--- src/rtl/config_params_cast_emitter.sv ---
// rtl/config_params_cast_emitter.sv - emits one parameter packet per cast/lane-enabled slot of a configuration
//
// Ports:
//   ap_clk, areset            clock (rising edge) and asynchronous active-low reset
//   cfg_valid / cfg_ready     configuration handshake; cfg_* carries per-slot masks, params and ids
//   out_valid / out_ready     packet handshake; out_* describes the emitted slot
//   out_last                  final packet of the current configuration
//   done_pulse                one-cycle pulse when a configuration completes
//   emit_count                packets handed off since reset (wraps)
module config_params_cast_emitter #(
  parameter int MASK_WIDTH  = 8,
  parameter int PARAM_WIDTH = 64,
  parameter int ID_WIDTH    = 4,
  localparam int IDX_WIDTH  = (MASK_WIDTH > 1) ? $clog2(MASK_WIDTH) : 1
) (
  input  logic                             ap_clk,
  input  logic                             areset,
  input  logic                             cfg_valid,
  output logic                             cfg_ready,
  input  logic [MASK_WIDTH-1:0]            cfg_cast_mask,
  input  logic [MASK_WIDTH-1:0]            cfg_lane_mask,
  input  logic [MASK_WIDTH*PARAM_WIDTH-1:0] cfg_param_field,
  input  logic [MASK_WIDTH*ID_WIDTH-1:0]   cfg_ops_bundle,
  input  logic [MASK_WIDTH*ID_WIDTH-1:0]   cfg_ops_lane,
  output logic                             out_valid,
  input  logic                             out_ready,
  output logic [PARAM_WIDTH-1:0]           out_param,
  output logic [ID_WIDTH-1:0]              out_id_bundle,
  output logic [ID_WIDTH-1:0]              out_id_lane,
  output logic                             out_cast,
  output logic                             out_lane,
  output logic [IDX_WIDTH-1:0]             out_index,
  output logic                             out_last,
  output logic                             done_pulse,
  output logic [15:0]                      emit_count
);

  typedef enum logic {IDLE, EMIT} state_t;

  state_t                            state_q, state_d;
  logic                              init_q, init_d;
  logic                              done_q, done_d;
  logic [15:0]                       count_q, count_d;
  logic [MASK_WIDTH-1:0]             pending_q, pending_d;
  logic [MASK_WIDTH-1:0]             cast_q, cast_d;
  logic [MASK_WIDTH-1:0]             lane_mask_q, lane_mask_d;
  logic [MASK_WIDTH*PARAM_WIDTH-1:0] param_q, param_d;
  logic [MASK_WIDTH*ID_WIDTH-1:0]    bundle_q, bundle_d;
  logic [MASK_WIDTH*ID_WIDTH-1:0]    ops_lane_q, ops_lane_d;

  logic [IDX_WIDTH-1:0]  sel_idx;
  logic [MASK_WIDTH-1:0] pending_clr;
  logic                  accept;
  logic                  handshake;
  logic                  is_last;

  // init_q holds cfg_ready low until the first edge after reset is released.
  assign cfg_ready   = (state_q == IDLE) && init_q;
  assign out_valid   = (state_q == EMIT);
  assign pending_clr = pending_q & (pending_q - 1'b1);
  assign is_last     = (pending_q != '0) && (pending_clr == '0);
  assign accept      = cfg_valid && cfg_ready;
  assign handshake   = out_valid && out_ready;

  // Lowest set pending bit wins: scan downward so the last hit is the smallest index.
  always_comb begin
    sel_idx = '0;
    for (int i = MASK_WIDTH - 1; i >= 0; i--) begin
      if (pending_q[i]) sel_idx = IDX_WIDTH'(i);
    end
  end

  // Outputs come only from registered slot state and read as zero when no packet is offered.
  always_comb begin
    out_index     = '0;
    out_param     = '0;
    out_id_bundle = '0;
    out_id_lane   = '0;
    out_cast      = 1'b0;
    out_lane      = 1'b0;
    out_last      = 1'b0;
    if (out_valid) begin
      out_index     = sel_idx;
      out_param     = param_q[sel_idx*PARAM_WIDTH +: PARAM_WIDTH];
      out_id_bundle = bundle_q[sel_idx*ID_WIDTH +: ID_WIDTH];
      out_id_lane   = ops_lane_q[sel_idx*ID_WIDTH +: ID_WIDTH];
      out_cast      = cast_q[sel_idx];
      out_lane      = lane_mask_q[sel_idx];
      out_last      = is_last;
    end
  end

  assign done_pulse = done_q;
  assign emit_count = count_q;

  always_comb begin
    state_d     = state_q;
    init_d      = 1'b1;
    done_d      = 1'b0;
    count_d     = count_q;
    pending_d   = pending_q;
    cast_d      = cast_q;
    lane_mask_d = lane_mask_q;
    param_d     = param_q;
    bundle_d    = bundle_q;
    ops_lane_d  = ops_lane_q;
    case (state_q)
      IDLE: begin
        if (accept) begin
          cast_d      = cfg_cast_mask;
          lane_mask_d = cfg_lane_mask;
          param_d     = cfg_param_field;
          bundle_d    = cfg_ops_bundle;
          ops_lane_d  = cfg_ops_lane;
          pending_d   = cfg_cast_mask | cfg_lane_mask;
          // An empty configuration completes immediately without emitting.
          if ((cfg_cast_mask | cfg_lane_mask) != '0) state_d = EMIT;
          else                                       done_d  = 1'b1;
        end
      end
      EMIT: begin
        if (handshake) begin
          pending_d = pending_clr;
          count_d   = count_q + 16'd1;
          if (is_last) begin
            state_d = IDLE;
            done_d  = 1'b1;
          end
        end
      end
      default: state_d = IDLE;
    endcase
  end

  always_ff @(posedge ap_clk or negedge areset) begin
    if (!areset) begin
      state_q     <= IDLE;
      init_q      <= 1'b0;
      done_q      <= 1'b0;
      count_q     <= '0;
      pending_q   <= '0;
      cast_q      <= '0;
      lane_mask_q <= '0;
      param_q     <= '0;
      bundle_q    <= '0;
      ops_lane_q  <= '0;
    end else begin
      state_q     <= state_d;
      init_q      <= init_d;
      done_q      <= done_d;
      count_q     <= count_d;
      pending_q   <= pending_d;
      cast_q      <= cast_d;
      lane_mask_q <= lane_mask_d;
      param_q     <= param_d;
      bundle_q    <= bundle_d;
      ops_lane_q  <= ops_lane_d;
    end
  end

endmodule

--- config.mk ---
export PLATFORM = sky130hd
export DESIGN_NAME = config_params_cast_emitter
export DESIGN_NICKNAME = d
export VERILOG_FILES = /design/src/rtl/config_params_cast_emitter.sv
export SDC_FILE = /design/constraint.sdc
export NUM_CORES = 2
export LEC_CHECK = 0
export ABC_AREA = 1
export CAP_MARGIN = 20
export CELL_PAD_IN_SITES_DETAIL_PLACEMENT = 0
export CELL_PAD_IN_SITES_GLOBAL_PLACEMENT = 1
export CORE_MARGIN = 1.5
export CORE_UTILIZATION = 39
export CTS_CLUSTER_DIAMETER = 150
export DETAILED_ROUTE_END_ITERATION = 8
export GPL_ROUTABILITY_DRIVEN = 0
export GPL_TIMING_DRIVEN = 1
export MAX_ROUTING_LAYER = met4
export PLACE_DENSITY = 0.82
export SLEW_MARGIN = 40
export SYNTH_ARGS = -nofsm -noshare
export SYNTH_HDL_FRONTEND = slang
export SYNTH_SLANG_ARGS = --single-unit
--- constraint.sdc ---
create_clock -name ap_clk -period 2 [get_ports ap_clk]
set_input_delay 0.3 -clock ap_clk [delete_from_list [all_inputs] [get_ports ap_clk]]
set_output_delay 0.3 -clock ap_clk [all_outputs]
set_load 0.02 [all_outputs]
==> flow_metrics.env <==
export IMPL_num_vias=24800
export IMPL_finalCritPeriodShare_pct=144
export IMPL_wl_per_cell_um=22.6
export IMPL_yosys_area_top_type="dfrtp_1"
export IMPL_drc_errors=0
export IMPL_place_ws_ns=-0.777
export IMPL_fillerInstances=5872
export IMPL_antenna_left=0
export IMPL_fin_nets=4144
export IMPL_clock_sinks=619
export IMPL_initial_core_util_pct=39.6
export IMPL_cp_max_fo=6
export IMPL_synth_edf_count=0
export IMPL_powerDensity_nw_per_um2=2030
export IMPL_htree_levels=3
export IMPL_drt_pass1_iter_count=7
export IMPL_setup_violations=79
export IMPL_rsz0062_at_grt="yes"
export IMPL_period_needed_ns=2.89
export IMPL_maxCapViolCount=0
export IMPL_vdd_ir_drop_max_uv=1150
export IMPL_cp_arrival_ns=2.59
export IMPL_slew_viol_final=0
export IMPL_ys_flop_type="dfrtp_1"
export IMPL_area_delta_synth_final_pct=53.8
export IMPL_async_flop_share_pct=100
export IMPL_cts_buffer_depth=3
export IMPL_grt_pass1_vias=25000
export IMPL_yosys_top_cells_area="dfrtp_1, mux2_2, nand3_1"
export IMPL_hold_class="primary input to asynchronous set/reset pin"
export IMPL_numCtsBuffers=71
export IMPL_yosys_top_cells_count="nand3_1, dfrtp_1, mux2_2"
export IMPL_reg2reg_from="pending_q[5]"
export IMPL_yosysWarnings=0
export IMPL_r2r_end="pending_q[5]"
export IMPL_clk_pin_slew_ns=0.06
export IMPL_synth_distinct_cells=31
export IMPL_grt_max_degree=74
export IMPL_io_pin_count=693
export IMPL_fp_coreArea_um2=73300
export IMPL_synthesis_nets=3298
export IMPL_drive_gt1_share_pct=40.2
export IMPL_endpoint_kind="output pin"
export IMPL_cts_tree="built"
export IMPL_dieArea_um2=76100
export IMPL_r2r_setup_slack_ns=-0.68
export IMPL_regArea_um2=15500
export IMPL_clock_skew_ns=0.0277
export IMPL_final_util_pct=60.9
export IMPL_grt_use_met2_pct=42.1
export IMPL_busiest_layer="met2"
export IMPL_port_buffers=692
export IMPL_ys_seq_elements=619
export IMPL_p_leak_nw=19.9
export IMPL_yosysMostFrequentCell="nand3_1"
export IMPL_hpwl_um=70500
export IMPL_globalRouteMet3Util_pct=3.62
export IMPL_viasPerCell=5.40
export IMPL_worstSetupStartpointType="flop"
export IMPL_grt_use_total_pct=26.8
export IMPL_violations="negative setup slack"
export IMPL_holdWs_ns=0.181
export IMPL_die_h_um=276
export IMPL_clk_latency_ns=0.63
export IMPL_synth_area_per_cell_um2=10.7
export IMPL_clockRootBuffer="clkbuf_16"
export IMPL_wl_um=104000
export IMPL_ff2ff_path_depth=20
export IMPL_use_met1_pct=34.1
export IMPL_syn_area_um2=29000
export IMPL_globalRouteOverflowTotal=0
export IMPL_hold_viol=0
export IMPL_multiInputGateArea_um2=14200
export IMPL_worstPathRequired_ns=1.70
export IMPL_layout_setup_ws_ns=-0.887
export IMPL_antenna_found_initial=37
export IMPL_grt_pass1_wl_um=150000
export IMPL_num_rows=99
export IMPL_status="finished with violations"
export IMPL_fp_dieW_um=276
export IMPL_syn_inst=2701
export IMPL_yosysTopAreaCellShare_pct=53.4
export IMPL_drtIter0Drc=1925
export IMPL_path_class="flop to output pin"
export IMPL_max_clock_freq_mhz=346
export IMPL_synth_seq_area_share_pct=53.4
-- final cells by class --
class | instances | share of cell area [%]
clock buffers | 102 | 4.62
diodes | 39 | 0.219
flip-flops and latches | 619 | 34.7
multi-input cells | 1842 | 31.7
well taps | 959 | 2.69
clock inverters | 21 | 0.799
inverters | 28 | 0.280
repair buffers | 985 | 25.0
-- stage by stage --
step	power (W)	setup TNS [ns]	cell area, um2	instances
3_5_place_dp	0.0645	-45.62	38800	4353
2_1_floorplan	0.0454	0	29000	2701
6_report	0.0907	-60.73	44600	4595
3_3_place_gp	0.0639	-44.54	38800	4353
4_1_cts	0.0858	-64.36	43100	4545
5_1_grt	0.0954	-70.72	44600	4593
-- where the power goes --
part           switching [W]  internal (W)
combinational         0.0279        0.0268
sequential           0.00387        0.0188
clock                0.00552       0.00791
total                 0.0373        0.0535
-- sequential cells by signal, indices dropped and copies added (netlist names) --
register	flops
bundle_q	32
lane_mask_q	8
pending_q	8
done_pulse	1
cast_q	8
ops_lane_q	32
init_q	1
out_valid	1
emit_count	16
param_q	512
-- critical path, cell delays in order, from the launching register on --
cell,delay [ns]
dfrtp_1,0.40
inv_2,0.09
nand2_2,0.05
nand2_2,0.07
nand2_2,0.06
nand2_2,0.07
nand2_4,0.06
nand2_8,0.14
nand2_8,0.11
buf_16,0.17
buf_12,0.14
buf_16,0.13
nand2_1,0.07
nand3_1,0.09
nand3_2,0.09
nand2_1,0.07
buf_6,0.13
-- layer usage --
| layer | up-vias | wire length, um | part of all wire [%] |
|---|---|---|---|
| li1 | 11200 | - | - |
| met1 | 12400 | 42400 | 41 |
| met2 | 980 | 50700 | 49 |
| met3 | 226 | 6330 | 6.1 |
| met4 | 0 | 4300 | 4.1 |
| met5 | - | 0 | 0 |
-- placed cells by master (no fill, tap or decap), types with 4 or more instances in the layout --
master	count
dfrtp_1	619
clkdlybuf4s50_1	596
mux2_2	586
nand3_1	535
nand2_1	277
nand3_2	207
buf_4	141
nand2_2	117
buf_6	96
buf_12	83
clkbuf_16	82
diode_2	39
nand2_4	31
buf_16	26
inv_1	24
nor2_1	21
clkbuf_1	15
clkbuf_8	15
dlymetal6s2s_1	15
o21ai_0	13
buf_8	11
xor2_1	8
nand3_4	6
xnor2_1	6
bufinv_16	5
nor3_1	4
nand4_1	4
clkinvlp_4	4
buf_2	4
-- repair_timing --
action                                  4_1_cts  5_1_grt
endpoints found under the setup margin       91       95
endpoints found under the hold margin       313        0
setup buffers                                46        5
pin swaps                                    63       94
gates resized for setup                     639      305
hold buffers                                  1        0
gates cloned                                 22       11
-- worst max-delay path by stage --
stage | from | to | slack, ns | cells after the start
finish | pending_q[6] | out_param[40] | -0.89 | 16
global route | pending_q[6] | out_param[40] | -0.99 | 16
CTS | pending_q[6] | out_param[29] | -0.91 | 16
detailed placement | pending_q[4] | out_param[22] | -0.78 | 9
global placement | pending_q[4] | out_param[22] | -0.76 | 9
floorplan | out_valid | out_param[40] | 0.008 | 7
-- cells by family after synthesis --
family,Yosys count,share of synthesized area (%)
AO/OA/AOI/OAI,26,0.496
XOR/XNOR,14,0.422
buffers and inverters,241,3.83
flip-flops,619,53.4
AND/OR/NAND/NOR,1213,19.1
adder cells (fa/ha/maj),1,0.0431
multiplexers,586,22.7
other,1,0.0129
Power figures use the tool's default switching activity.
